--- src/rtl/seq_pattern_gen_if.sv ---
// Start/config and pattern/status bundle of seq_pattern_gen.
// The master drives frame requests, the slave produces the pattern.
interface seq_pattern_gen_if #(
  parameter int CW = 4
);
  logic          start;
  logic [CW-1:0] a_len;
  logic [CW-1:0] gap_len;
  logic [CW-1:0] b_len;
  logic [CW-1:0] c_cnt;
  logic [CW-1:0] d_cnt;
  logic          a;
  logic          b;
  logic          c;
  logic          d;
  logic          busy;
  logic          done;
  logic          err;
  logic          trunc;

  modport master (
    output start, a_len, gap_len,
    output b_len, c_cnt, d_cnt,
    input  a, b, c, d,
    input  busy, done, err, trunc
  );

  modport slave (
    input  start, a_len, gap_len,
    input  b_len, c_cnt, d_cnt,
    output a, b, c, d,
    output busy, done, err, trunc
  );
endinterface

--- src/rtl/seq_pattern_gen.sv ---
// Frame generator: a/gap/b main lane plus alternating c/d side lane.
// All outputs are registered; config is latched on the accepting edge.
module seq_pattern_gen #(
  parameter int CW = 4
) (
  input logic             clk,
  input logic             rst,
  seq_pattern_gen_if.slave bus
);
  localparam int W = CW + 2;

  typedef enum logic [1:0] {
    IDLE,
    RUN_A,
    RUN_GAP,
    RUN_B
  } state_e;

  state_e        state_q, state_d;
  logic [W-1:0]  off_q, off_d;
  logic [CW-1:0] al_q, gl_q, bl_q;
  logic [CW-1:0] cc_q, dc_q;
  logic          a_q, a_d;
  logic          b_q, b_d;
  logic          c_q, c_d;
  logic          d_q, d_d;
  logic          busy_q, busy_d;
  logic          done_q, done_d;
  logic          err_q, err_d;
  logic          trunc_q, trunc_d;

  logic          accept;
  logic          run;
  logic          in_frame;
  logic [W-1:0]  al, gl, bl, cc, dc;
  logic [W-1:0]  n, len, ag;
  logic [W-1:0]  c_end, d_end, side_end;

  // On the accepting edge the live inputs describe the frame
  always_comb begin
    accept = (state_q == IDLE) && bus.start
           && (bus.a_len != '0)
           && (bus.b_len != '0);
    al = accept ? W'(bus.a_len)   : W'(al_q);
    gl = accept ? W'(bus.gap_len) : W'(gl_q);
    bl = accept ? W'(bus.b_len)   : W'(bl_q);
    cc = accept ? W'(bus.c_cnt)   : W'(cc_q);
    dc = accept ? W'(bus.d_cnt)   : W'(dc_q);
    ag = al + gl;
    len = ag + bl;
    c_end = cc << 1;
    d_end = c_end + (dc << 1);
    side_end = (dc != '0) ? d_end - W'(1) : c_end;
    n = accept ? '0 : off_q + W'(1);
    run = accept || (state_q != IDLE);
    in_frame = run && (n < len);
  end

  always_comb begin
    state_d = IDLE;
    off_d   = off_q;
    c_d     = 1'b0;
    d_d     = 1'b0;
    busy_d  = 1'b0;
    done_d  = 1'b0;
    err_d   = 1'b0;
    trunc_d = trunc_q;
    if (run) off_d = n;
    if (accept) trunc_d = 1'b0;
    if (in_frame) begin
      busy_d = 1'b1;
      unique case (1'b1)
        (n < al):              state_d = RUN_A;
        (n >= al && n < ag):   state_d = RUN_GAP;
        default:               state_d = RUN_B;
      endcase
      c_d = n[0] && (n < c_end);
      d_d = !n[0] && (n >= c_end)
          && (n < d_end);
    end else if (run) begin
      done_d  = 1'b1;
      trunc_d = side_end > len;
    end else if (bus.start) begin
      err_d = 1'b1;
    end
    a_d = (state_d == RUN_A);
    b_d = (state_d == RUN_B);
  end

  always_ff @(posedge clk) begin
    if (rst) begin
      state_q <= IDLE;
      off_q   <= '0;
      al_q    <= '0;
      gl_q    <= '0;
      bl_q    <= '0;
      cc_q    <= '0;
      dc_q    <= '0;
      a_q     <= 1'b0;
      b_q     <= 1'b0;
      c_q     <= 1'b0;
      d_q     <= 1'b0;
      busy_q  <= 1'b0;
      done_q  <= 1'b0;
      err_q   <= 1'b0;
      trunc_q <= 1'b0;
    end else begin
      state_q <= state_d;
      off_q   <= off_d;
      a_q     <= a_d;
      b_q     <= b_d;
      c_q     <= c_d;
      d_q     <= d_d;
      busy_q  <= busy_d;
      done_q  <= done_d;
      err_q   <= err_d;
      trunc_q <= trunc_d;
      if (accept) begin
        al_q <= bus.a_len;
        gl_q <= bus.gap_len;
        bl_q <= bus.b_len;
        cc_q <= bus.c_cnt;
        dc_q <= bus.d_cnt;
      end
    end
  end

  assign bus.a     = a_q;
  assign bus.b     = b_q;
  assign bus.c     = c_q;
  assign bus.d     = d_q;
  assign bus.busy  = busy_q;
  assign bus.done  = done_q;
  assign bus.err   = err_q;
  assign bus.trunc = trunc_q;
endmodule
--- src/flat_wrapper.sv ---
// flat-port wrapper written by rule: the top's interface ports become plain ports
module seq_pattern_gen_flat 
#(
  parameter int CW = 4
)
  (clk, rst, bus_start, bus_a_len, bus_gap_len, bus_b_len, bus_c_cnt, bus_d_cnt, bus_a, bus_b, bus_c, bus_d, bus_busy, bus_done, bus_err, bus_trunc);
  seq_pattern_gen_if #(.CW(CW)) bus_i ();
  input logic clk;
  input logic rst;
  input wire logic [$bits(bus_i.start)-1:0] bus_start;
  input wire logic [$bits(bus_i.a_len)-1:0] bus_a_len;
  input wire logic [$bits(bus_i.gap_len)-1:0] bus_gap_len;
  input wire logic [$bits(bus_i.b_len)-1:0] bus_b_len;
  input wire logic [$bits(bus_i.c_cnt)-1:0] bus_c_cnt;
  input wire logic [$bits(bus_i.d_cnt)-1:0] bus_d_cnt;
  output wire logic [$bits(bus_i.a)-1:0] bus_a;
  output wire logic [$bits(bus_i.b)-1:0] bus_b;
  output wire logic [$bits(bus_i.c)-1:0] bus_c;
  output wire logic [$bits(bus_i.d)-1:0] bus_d;
  output wire logic [$bits(bus_i.busy)-1:0] bus_busy;
  output wire logic [$bits(bus_i.done)-1:0] bus_done;
  output wire logic [$bits(bus_i.err)-1:0] bus_err;
  output wire logic [$bits(bus_i.trunc)-1:0] bus_trunc;
  assign bus_i.start = bus_start;
  assign bus_i.a_len = bus_a_len;
  assign bus_i.gap_len = bus_gap_len;
  assign bus_i.b_len = bus_b_len;
  assign bus_i.c_cnt = bus_c_cnt;
  assign bus_i.d_cnt = bus_d_cnt;
  assign bus_a = bus_i.a;
  assign bus_b = bus_i.b;
  assign bus_c = bus_i.c;
  assign bus_d = bus_i.d;
  assign bus_busy = bus_i.busy;
  assign bus_done = bus_i.done;
  assign bus_err = bus_i.err;
  assign bus_trunc = bus_i.trunc;
  seq_pattern_gen #(.CW(CW)) u_core (.clk(clk), .rst(rst), .bus(bus_i));
endmodule
--- config.mk ---
export PLATFORM = sky130hd
export DESIGN_NAME = seq_pattern_gen_flat
export DESIGN_NICKNAME = d
export VERILOG_FILES = /design/src/rtl/seq_pattern_gen_if.sv /design/src/rtl/seq_pattern_gen.sv /design/src/flat_wrapper.sv
export SDC_FILE = /design/constraint.sdc
export NUM_CORES = 1
export LEC_CHECK = 0
export ABC_AREA = 1
export BUFFER_PORTS_ARGS = -buffer_cell sky130_fd_sc_hd__buf_2
export CAP_MARGIN = 20
export CORE_ASPECT_RATIO = 1.5
export CORE_MARGIN = 8
export CORE_UTILIZATION = 45
export DETAILED_ROUTE_END_ITERATION = 10
export HOLD_SLACK_MARGIN = 0.08
export MAX_ROUTING_LAYER = met4
export PLACE_DENSITY = 0.73
export SLEW_MARGIN = 10
export SYNTH_ARGS = -nofsm -noshare
export SYNTH_HDL_FRONTEND = slang
export SYNTH_SLANG_ARGS = --single-unit
--- constraint.sdc ---
create_clock -name clk -period 6.01 [get_ports clk]
set_clock_uncertainty 0.2 [all_clocks]
set_input_delay 0.3005 -clock clk [delete_from_list [all_inputs] [get_ports clk]]
set_output_delay 0.3005 -clock clk [all_outputs]
set_load 0.01 [all_outputs]
### Yosys cells after proc, flatten, opt, wreduce, memory -nomap -nowiden

Cells that the tools add are included.
Widths: inputs -> output; s select.

| word-level totals | value |
|---|---|
| register bits | 36 |
| output and inout port bits | 8 |
| bits of input ports | 23 |

| cells by class | value |
|---|---|
| reductions and logical operators | 18 |
| add/subtract/negate cells | 5 |
| muxes and demuxes | 15 |
| bitwise gates (word level) | 1 |
| magnitude comparators | 8 |
| equality and inequality tests | 2 |

Operators with widths:

| cell | number |
|---|---|
| $lt 6x6->1 | 5 |
| $mux 4 | 5 |
| $add 6x6->6 | 3 |
| $ge 6x6->1 | 2 |
| $mux 6 | 2 |
| $logic_and 1x1->1 | 8 |
| $reduce_bool 4->1 | 2 |
| $add 6x1->6 const B | 1 |
| $gt 6x6->1 | 1 |
| $mux 1 | 6 |
| $reduce_bool 6->1 | 1 |
| $sub 6x1->6 const B | 1 |
| $pmux 2 s2 | 1 |
| $reduce_or 2->1 | 2 |
| $reduce_or 3->1 | 1 |
| $eq 2x1->1 const B | 1 |
| $eq 2x2->1 const B | 1 |
| $logic_not 2->1 | 1 |
| $mux 2 | 1 |
| $reduce_bool 2->1 | 1 |
| $logic_not 1->1 | 1 |
| $logic_or 1x1->1 | 1 |
| $not 1->1 | 1 |

### Depth between registers and ports, before layout

Gate-level depths: netlist of the first run.

| logic depth | value |
|---|---|
| depth after elaboration | 11 |
| depth in mapped cells | 33 |
| mapped depth without buffers | 32 |

### Least setup slack after synthesis of the first run

Ideal clock, no wire load.

| path | value |
|---|---|
| path type | register -> register |
| start | reg u_core.state_q[0] |
| end | reg u_core.trunc_q, in the netlist u_core.bus.trunc |
| data arrival time | 3.523 ns |
| cell stages (with the launch flop) | 28 |
| setup time | 0.109 ns |
| path slack | 2.178 ns |
| clock period less this slack | 3.832 ns |
| path through | dfxtp_1 -> inv_1 -> nand2_2 -> nor2_4 -> nand3_4 -> inv_2 -> buf_6 -> clkbuf_1 -> a21oi_1 -> ha_1 -> ha_1 -> inv_1 -> nand2_4 -> xor2_2 -> ha_1 -> a21oi_1 -> and2_1 -> a21oi_1 -> o21ai_0 -> ha_1 -> o21ai_2 -> inv_2 -> nand2_4 -> nand2_4 -> nand2_1 -> nand2_1 -> nand2_1 -> inv_1 |

| on the way | value |
|---|---|
| longest elaborated chain between the ends | 11 |

RTL lines:

| what | RTL line | RTL |
|---|---|---|
| start: declaration | seq_pattern_gen.sv:19 | `state_e state_q, state_d;` |
| start signal: assignment | seq_pattern_gen.sv:108 | `state_q <= state_d;` |
| $logic_not 2->1 | seq_pattern_gen.sv:41 | `accept = (state_q == IDLE) && bus.start` |
| $logic_and 1x1->1 | seq_pattern_gen.sv:41 |  |
| $logic_and 1x1->1 | seq_pattern_gen.sv:42 | `&& (bus.a_len != '0)` |
| $logic_and 1x1->1 | seq_pattern_gen.sv:43 | `&& (bus.b_len != '0);` |
| $mux 4, on equally long branches | seq_pattern_gen.sv:47, seq_pattern_gen.sv:48 |  |
| $add 6x6->6 | seq_pattern_gen.sv:52 | `d_end = c_end + (dc << 1);` |
| $sub 6x1->6 | seq_pattern_gen.sv:53 | `side_end = (dc != '0) ? d_end - W'(1) : c_end;` |
| $mux 6 | seq_pattern_gen.sv:53 |  |
| $gt 6x6->1 | seq_pattern_gen.sv:82 | `trunc_d = side_end > len;` |
| $mux 1 | seq_pattern_gen.sv:80 | `end else if (run) begin` |
| $mux 1 * | seq_pattern_gen.sv:70 | `if (in_frame) begin` |
| end signal: assignment | seq_pattern_gen.sv:117 | `trunc_q <= trunc_d;` |
| end: declaration | seq_pattern_gen.sv:30 | `logic trunc_q, trunc_d;` |

Mark *: on every way between the ends. The rest lies on a longest branch, timed or not.
A chain may end at the register's enable or synchronous reset.

### Worst setup path after layout of the first run

| path | value |
|---|---|
| start | reg u_core.state_q[0] |
| end | reg u_core.b_q, in the netlist u_core.bus.b |

| on the way | value |
|---|---|
| longest elaborated chain between the ends | 11 |

RTL lines:

| what | RTL line | RTL |
|---|---|---|
| $logic_not 2->1 | seq_pattern_gen.sv:41 |  |
| $logic_and 1x1->1 | seq_pattern_gen.sv:41 |  |
| $logic_and 1x1->1 | seq_pattern_gen.sv:42 |  |
| $logic_and 1x1->1 | seq_pattern_gen.sv:43 |  |
| $mux 4, on equally long branches | seq_pattern_gen.sv:44, seq_pattern_gen.sv:45 |  |
| $add 6x6->6 | seq_pattern_gen.sv:49 | `ag = al + gl;` |
| $add 6x6->6 / $lt 6x6->1 (equally long branches) | seq_pattern_gen.sv:50, seq_pattern_gen.sv:74 |  |
| $lt 6x6->1 / $logic_and 1x1->1 (equally long branches) | seq_pattern_gen.sv:56, seq_pattern_gen.sv:74 |  |
| $logic_and 1x1->1 / $pmux 2 s2 (equally long branches) | seq_pattern_gen.sv:56, seq_pattern_gen.sv:72 |  |
| $mux 2 * | seq_pattern_gen.sv:70 |  |
| $eq 2x2->1 * | seq_pattern_gen.sv:87 | `b_d = (state_d == RUN_B);` |
| end signal: assignment | seq_pattern_gen.sv:100 | `b_q <= 1'b0;` |
| end signal: assignment | seq_pattern_gen.sv:111 | `b_q <= b_d;` |
| end: declaration | seq_pattern_gen.sv:24 | `logic b_q, b_d;` |

Marks and branches as above.

==> results.txt, run 1 <==
----------------------------------------------------
[Timing]
  Worst hold slack ... about 0.082 ns
  Clock period minus worst slack ... roughly 4.4 ns
  Count of pins over their slew limit ... 0
  Post-route setup slack ... 1.60 ns
  Highest achievable clock rate ... ~230 MHz
  Setup repair after global routing missed its margin ... false
  Tightest slew margin relative to the limit ... between 60% and 70%
  Transition time at the pin with the least slew margin ... a little under 0.5 ns
  Final clock period utilization by the worst path ... roughly 73%
  Total Neg Setup Slack ... 0 ns
  Setup violation total in the final timing report ... 0
  Total count of hold-check failures in the final report ... 0

[Logic synthesis]
  Cell type with the largest total area after synthesis ... dfxtp_1
  Adder-cell area share of the yosys netlist ... a little over an eighth
  Syn Std Cell Area ... ~0.0032 mm²
  Sequential share of the synthesized area ... 22.4%
  Post-synthesis average cell area ... around 6.7 µm²
  Combinational family with the most area after synthesis ... simple AND/OR/NAND/NOR gates
  XOR/XNOR Fraction of Synth Area ... ~2.1%
  Distinct cells, synth ... 42
  Nets in the synthesized netlist ... ~540
  Number of synthesized register bits ... 36
  YS warnings ... 0
  Post-synthesis compound-gate area fraction ... 12.3%
  Post-synthesis cell count ... 480
  Main area contributors after synthesis ... dfxtp_1 22%, ha_1 13%, nand2_1 11%
  Synth Area in Simple Gates ... around 37%
  Share of cell area taken by muxes after synthesis ... 0%
  Proportion of netlist area held by the largest area contributor ... 22.4%

[Global routing]
  Vias in the first global route ... 3036
  Routing usage on met1 ... approximately 17%
  Antenna violations before repair ... 0
  Most Crowded Layer GR ... met2
  Met3 Resource Use GR ... under 10%
  Pin count of the biggest net entering global routing ... 34
  Met2 track utilization from global routing ... ~31%
  Overall routing resource usage ... 16.5%
  Global route total overflow ... 0
  First-pass GRT wire length ... around 13 mm

[Min path]
  Worst Min Path Start ... bus_a_len[0]
  Number of cells on the worst hold path ... 3
  Classification of the worst-slack hold path ... input port to register
  Worst Hold Endpoint ... u_core.al_q[0]$_SDFFE_PP0P_

[Worst setup path]
  Worst-case register-to-register setup slack ... 1.60 ns
  CP most frequent cell ... ha_1
  Crit path largest cell delay ... approximately 0.36 ns
  Capturing point of the worst reg2reg path ... u_core.bus.b$_SDFF_PP0_
  Crit Path Category ... register to register
  Setup crit end kind ... register
  Slowest library cell on the worst path ... o21ai_0
  Kind of launch point of the worst setup path ... register
  Cell class contributing the biggest share of worst-path delay ... simple AND/OR/NAND/NOR gates
  Endpoint required time on the critical path ... ~6 ns
  Worst-path maximum fanout ... 22
  Reg2Reg Launch Point ... u_core.state_q[0]$_SDFF_PP0_
  Critical path buffer and inverter count ... 6
  Depth of the worst register-to-register path ... 26
  CP Data Arrival Time ... 4.43 ns

[Cells and area]
  Leading cell type in the layout, fill and taps excluded ... nand2_1
  Final design utilization ... roughly 51%
  Proportion of layout cells with a drive suffix above 1 ... 19.6%
  N_diodes ... 0
  Area Growth Syn to Fin ... 9.26%
  Highest-count cells in the layout ignoring fill and taps ... 98 x nand2_1, 82 x inv_1, 43 x nor2_1
  Layout net count ... approximately 570
  Layout Cells excl Fill ... a little under 600
  Final instance area ... 0.00351 mm²

[Power and ir drop]
  Power share of the combinational group ... just over 70%
  Clk network pwr share ... between 10 and 15%
  Total power per unit cell area ... ~550 mW/mm²
  Internal power ... 0.935 mW
  Leakage power of the design ... just under 2 nW
  Peak supply drop ... 0.229 mV
  Proportion of total power due to net switching ... between 50% and 60%
  Sequential group share of total power ... 16.6%
  Net Switching ... approximately 1 mW
  Overall Power ... between 1.5 and 2 mW

[Routing]
  Starting DRC count in detailed routing ... roughly 130
  TritonRoute pass-1 iters ... 5
  Via count of the routed design ... between 3000 and 4000
  Post-DR vias/cell ... 5.18
  WL/cell ... 13.2 µm
  Total wire length ... slightly below 8 mm
  Post-route antenna net violation count ... 0
  Final routed DRC violation total ... 0

[Floorplan]
  Area of the die ... a little over 0.01 mm²
  Vertical die dimension ... between 100 and 150 µm
  Core Box Area ... 0.00690 mm²
  Horizontal die dimension ... roughly 85 µm
  Initial Util ... around 47%
  IO Pins ... 31
  Number of core rows ... 37

[Placement]
  Placer's final routability congestion estimate ... 0.910
  Half-perimeter wire length after placement ... 6.22 mm
  Pre-CTS setup slack ... between 1 and 1.5 ns
  Instance count after placement with tap cells included ... 577
  Total placed instance area ... roughly 0.0034 mm²
  Count of buffers inserted at the top-level ports ... 30

[Clock network]
  H-tree depth ... 2
  Cell at the root of the clock tree ... clkbuf_8
  Total clock sinks ... 36
  Clock-pin transition on the worst setup and hold timing paths ... 0.07 ns
  Skew-Pair Late Insertion Delay ... 0.29 ns
  TritonCTS clock tree ... yes
  Number of buffers on the longest clock path ... 2
  TritonCTS buffer count ... 5

[Status]
  Result of the run ... completed

[Run]
  Max-Cap Viols ... 0

----------------------------------------------------
## synth_stat cells
cell / count
nand2_1: 98
inv_1: 82
nor2_1: 43
dfxtp_1: 36
ha_1: 33
nand3_1: 30
a21oi_1: 24
nand2_2: 22
o21ai_0: 19
nand4_1: 12
or2_2: 9
inv_2: 7
xor2_1: 6
buf_6: 5
nand3_2: 5
a211oi_1: 4
clkbuf_1: 4
nand2_4: 4
or2_1: 4
o21ai_2: 3
o21bai_1: 3
buf_2: 2
nor2_2: 2
nor2_4: 2
o211ai_1: 2
o21a_1: 2
o21ai_1: 2
a2111oi_2: 1
a21boi_0: 1
a31oi_4: 1
and2_1: 1
buf_4: 1
fa_1: 1
nand3_4: 1
nand3b_1: 1
nand3b_2: 1
nor3_1: 1
nor3_2: 1
nor3b_1: 1
nor4_1: 1
o21ai_4: 1
xor2_2: 1
## routing by layer
layer	vias to the layer above	routed length, µm
li1	1580	-
met1	1385	3220
met2	64	4120
met3	12	273
met4	0	123
met5	-	0
## tightest hold or removal path, stage by stage
cell	delay, ns
buf_2	0.11
inv_1	0.06
a211oi_1	0.06
## worst max-delay path by stage
stage	startpoint	slack [ns]	depth (start not counted)	endpoint
finish	u_core.state_q[0]$_SDFF_PP0_	1.60	26	u_core.bus.b$_SDFF_PP0_
global route	u_core.state_q[0]$_SDFF_PP0_	1.09	26	u_core.bus.b$_SDFF_PP0_
CTS	u_core.state_q[0]$_SDFF_PP0_	1.58	26	u_core.bus.b$_SDFF_PP0_
detailed placement	bus_b_len[3]	1.35	27	u_core.bus.trunc$_SDFF_PP0_
global placement	bus_b_len[3]	1.42	27	u_core.bus.trunc$_SDFF_PP0_
floorplan	u_core.state_q[0]$_SDFF_PP0_	2.18	27	u_core.bus.trunc$_SDFF_PP0_
## power groups by stage
stage,Combinational [mW],Sequential (mW),Clock [mW]
6_report,1.40,0.321,0.214
3_5_place_dp,1.38,0.327,0
3_3_place_gp,1.35,0.324,0
2_1_floorplan,1.11,0.331,0
4_1_cts,1.39,0.321,0.218
5_1_grt,1.62,0.327,0.227
## cell type report
class,count,area [µm²]
Sequential cell,36,721
Fill cell,661,3390
Clock buffer,5,68.8
Multi-Input combinational cell,343,2070
Timing Repair Buffer,33,178
Clock inverter,3,42.5
Inverter,89,334
Tap cell,78,97.6
## flip-flops by register name (all words and copies together), names as in the netlist
name	cells
u_core.bus.c	1
u_core.bus.a	1
u_core.bus.d	1
u_core.bl_q	4
u_core.off_q	6
u_core.bus.done	1
u_core.state_q	2
u_core.al_q	4
u_core.gl_q	4
u_core.cc_q	4
u_core.dc_q	4
u_core.bus.b	1
u_core.bus.trunc	1
u_core.bus.busy	1
u_core.bus.err	1
## logic make-up (layout without fill, tap and decap cells)
logic type | count (synthesis) | after routing
AOI/OAI and AO/OA | 63 | 63
xor gates and xnor gates | 7 | 7
adders and majority gates | 34 | 34
buffers and inverters | 101 | 130
DFF | 36 | 36
and+or+nand+nor | 239 | 239
## timing repair
| action | 4_1_cts | 5_1_grt |
|---|---|---|
| hold buffers | 2 | 0 |
| hold endpoints to repair | 2 | 0 |
| setup buffers | 0 | 0 |
| gates resized for setup | 0 | 0 |
(Power assumes the default switching activity.)
==> run 2: changes to the inputs <==
Clock period 6.01 ns to 4.5 ns, I/O delays scaled along.
==> run 2 against run 1 <==
  * First-iteration DRC count shrank 4.5%
  * Critical endpoint is now u_core.bus.trunc$_SDFF_PP0_
  * Count of clock-buffer cells in the layout is the same
  * Via count grew 0.82%
  * Final cell count grew 2.4%
  * Combinational power grew 39%
  * Sequential share of layout area shrank 0.79 points
  * Sequential power grew 33%
  * Power grew 35%
  * Sequential cell count is the same
  * Die area is the same
  * Global-route usage grew 0.065 points
==> results.txt, run 2 (synthesis gave the netlist of run 1 again) <==
----------------------------------------------------
[Placement]
  Count of buffers inserted at the top-level ports ... 30
  Total placed instance area ... roughly 0.0034 mm²
  Instance count after placement with tap cells included ... 581
  Half-perimeter wire length after placement ... about 6.3 mm
  Placer's final routability congestion estimate ... between 0.8 and 0.9

[Cells and area]
  Number of flip-flops in the largest register ... 6
  N_diodes ... 0
  Highest-count cells in the layout ignoring fill and taps ... 98 x nand2_1, 82 x inv_1, 43 x nor2_1
  Leading cell type in the layout, fill and taps excluded ... nand2_1
  Area occupied by multi-input gates ... roughly 0.0021 mm²
  Proportion of layout cells with a drive suffix above 1 ... 21.2%
  Area Growth Syn to Fin ... 13.7%
  Register ranked first by flip-flop count ... u_core.off_q
  Final design utilization ... a little over half
  Combined flip-flop and latch cell area ... ~700 µm²
  Layout net count ... between 500 and 600
  Layout Cells excl Fill ... 601
  Final instance area ... roughly 0.0037 mm²
  Filler cells ... about 650

[Timing]
  Final clock period utilization by the worst path ... between 90% and 100%
  Tightest slew margin relative to the limit ... between 60% and 70%
  Total Neg Setup Slack ... 0 ns
  Highest achievable clock rate ... between 200 and 250 MHz
  Count of pins over their slew limit ... 0
  Setup violation total in the final timing report ... 0
  Total count of hold-check failures in the final report ... 0
  Transition time at the pin with the least slew margin ... 0.514 ns
  Clock period minus worst slack ... 4.28 ns

[Clock network]
  TritonCTS clock tree ... yes
  H-tree depth ... 2
  Cell at the root of the clock tree ... clkbuf_8
  Clock-pin transition on the worst setup and hold timing paths ... around 0.070 ns
  Skew-Pair Late Insertion Delay ... ~0.29 ns
  Total clock sinks ... 36
  TritonCTS buffer count ... 5
  Number of buffers on the longest clock path ... 2

[Global routing]
  Vias in the first global route ... 3000
  Pin count of the biggest net entering global routing ... 27
  Overall routing resource usage ... approximately 17%
  Antenna violations before repair ... 0
  Global route total overflow ... 0
  First-pass GRT wire length ... 13.4 mm

[Routing]
  Post-DR vias/cell ... about 5
  TritonRoute pass-1 iters ... 4
  Starting DRC count in detailed routing ... around 130
  Via count of the routed design ... between 3000 and 4000
  Post-route antenna net violation count ... 0
  Total wire length ... 7.93 mm
  WL/cell ... 13.2 µm
  Final routed DRC violation total ... 0

[Power and ir drop]
  Total power per unit cell area ... between 700 and 800 mW/mm²
  Peak supply drop ... between 0.3 and 0.4 mV
  Leakage power of the design ... roughly 2.0 nW
  Overall Power ... between 2 and 3 mW

[Worst setup path]
  Capturing point of the worst reg2reg path ... u_core.bus.trunc$_SDFF_PP0_
  CP Data Arrival Time ... roughly 4.3 ns
  Worst-case register-to-register setup slack ... roughly 0.50 ns
  Setup crit end kind ... register
  Depth of the worst register-to-register path ... 26
  Reg2Reg Launch Point ... u_core.state_q[0]$_SDFF_PP0_
  Worst-path maximum fanout ... 4
  Crit Path Category ... input port to register
  Endpoint required time on the critical path ... roughly 4.5 ns
  Kind of launch point of the worst setup path ... input port

[Floorplan]
  Horizontal die dimension ... around 85 µm
  Number of core rows ... 37
  IO Pins ... 31
  Core Box Area ... a little under 0.007 mm²
  Initial Util ... a little under half
  Vertical die dimension ... about 120 µm
  Area of the die ... roughly 0.010 mm²

[Min path]
  Number of cells on the worst hold path ... 5
  Classification of the worst-slack hold path ... input port to register
  Worst Hold Endpoint ... u_core.gl_q[2]$_SDFFE_PP0P_
  Worst Min Path Start ... bus_gap_len[2]

[Run]
  Max-Cap Viols ... 0

[Status]
  Result of the run ... completed

----------------------------------------------------
-- run 2: power by group --
group	switching, mW	internal [mW]	total [mW]
sequential	0.0307	0.397	0.428
clock	0.123	0.108	0.231
combinational	1.20	0.753	1.95
total	1.35	1.26	2.61
-- run 2: critical path: stages --
cell and delay (ns):
dlygate4sd3_1 0.54, buf_2 0.13, nor2_1 0.14, nand2_1 0.13
nand3_4 0.13, inv_2 0.06, or2_2 0.26, inv_1 0.08
a21oi_1 0.06, ha_1 0.23, ha_1 0.21, inv_1 0.09
nand2_4 0.09, xor2_2 0.23, ha_4 0.26, a21oi_1 0.12
and2_2 0.22, a21oi_1 0.06, o21ai_0 0.23, ha_1 0.29
o21ai_2 0.06, inv_2 0.05, nand2_4 0.07, nand2_4 0.06
nand2_1 0.09, nand2_1 0.06, nand2_1 0.06, inv_1 0.03
-- run 2: worst max-delay path by stage --
stage / start / end / cells after the start
2_1_floorplan: u_core.state_q[0]$_SDFF_PP0_ / u_core.bus.trunc$_SDFF_PP0_ / 27
3_3_place_gp: u_core.state_q[1]$_SDFF_PP0_ / u_core.bus.trunc$_SDFF_PP0_ / 29
3_5_place_dp: u_core.state_q[1]$_SDFF_PP0_ / u_core.bus.trunc$_SDFF_PP0_ / 29
4_1_cts: bus_b_len[0] / u_core.bus.trunc$_SDFF_PP0_ / 29
5_1_grt: bus_b_len[0] / u_core.bus.trunc$_SDFF_PP0_ / 27
6_report: bus_b_len[0] / u_core.bus.trunc$_SDFF_PP0_ / 28
-- run 2: per-layer routing --
layer / part of all wire, % / wire [µm] / vias to the layer above / GRT usage (%)
met3: 4.0 / 317 / 28 / 2.80
met4: 4.4 / 346 / 0 / 8.62
met2: 51 / 4040 / 68 / 30.0
li1: - / - / 1602 / -
met1: 41 / 3230 / 1368 / 16.6
met5: 0 / 0 / - / -
-- run 2: cell type report --
cell class,instances,area share (%)
multi-input combinational,343,57.6
sequential,36,19.7
inverter,89,9.14
timing repair buffer,47,8.49
tap,78,2.67
clock buffer,5,1.88
clock inverter,3,0.514
-- run 2: timing repair --
action                                  4_1_cts  5_1_grt
buffers inserted                              0        2
hold buffers                                  9        1
endpoints found under the setup margin        0        9
endpoints found under the hold margin         9        1
resized for setup                             0        8
-- run 2: metrics by stage --
stage               setup slack [ns]  hold slack [ns]
finish                         0.215            0.136
global route                 -0.0369            0.159
CTS                            0.166            0.131
detailed placement             0.370            0.296
global placement               0.452            0.289
floorplan                      0.668            0.181
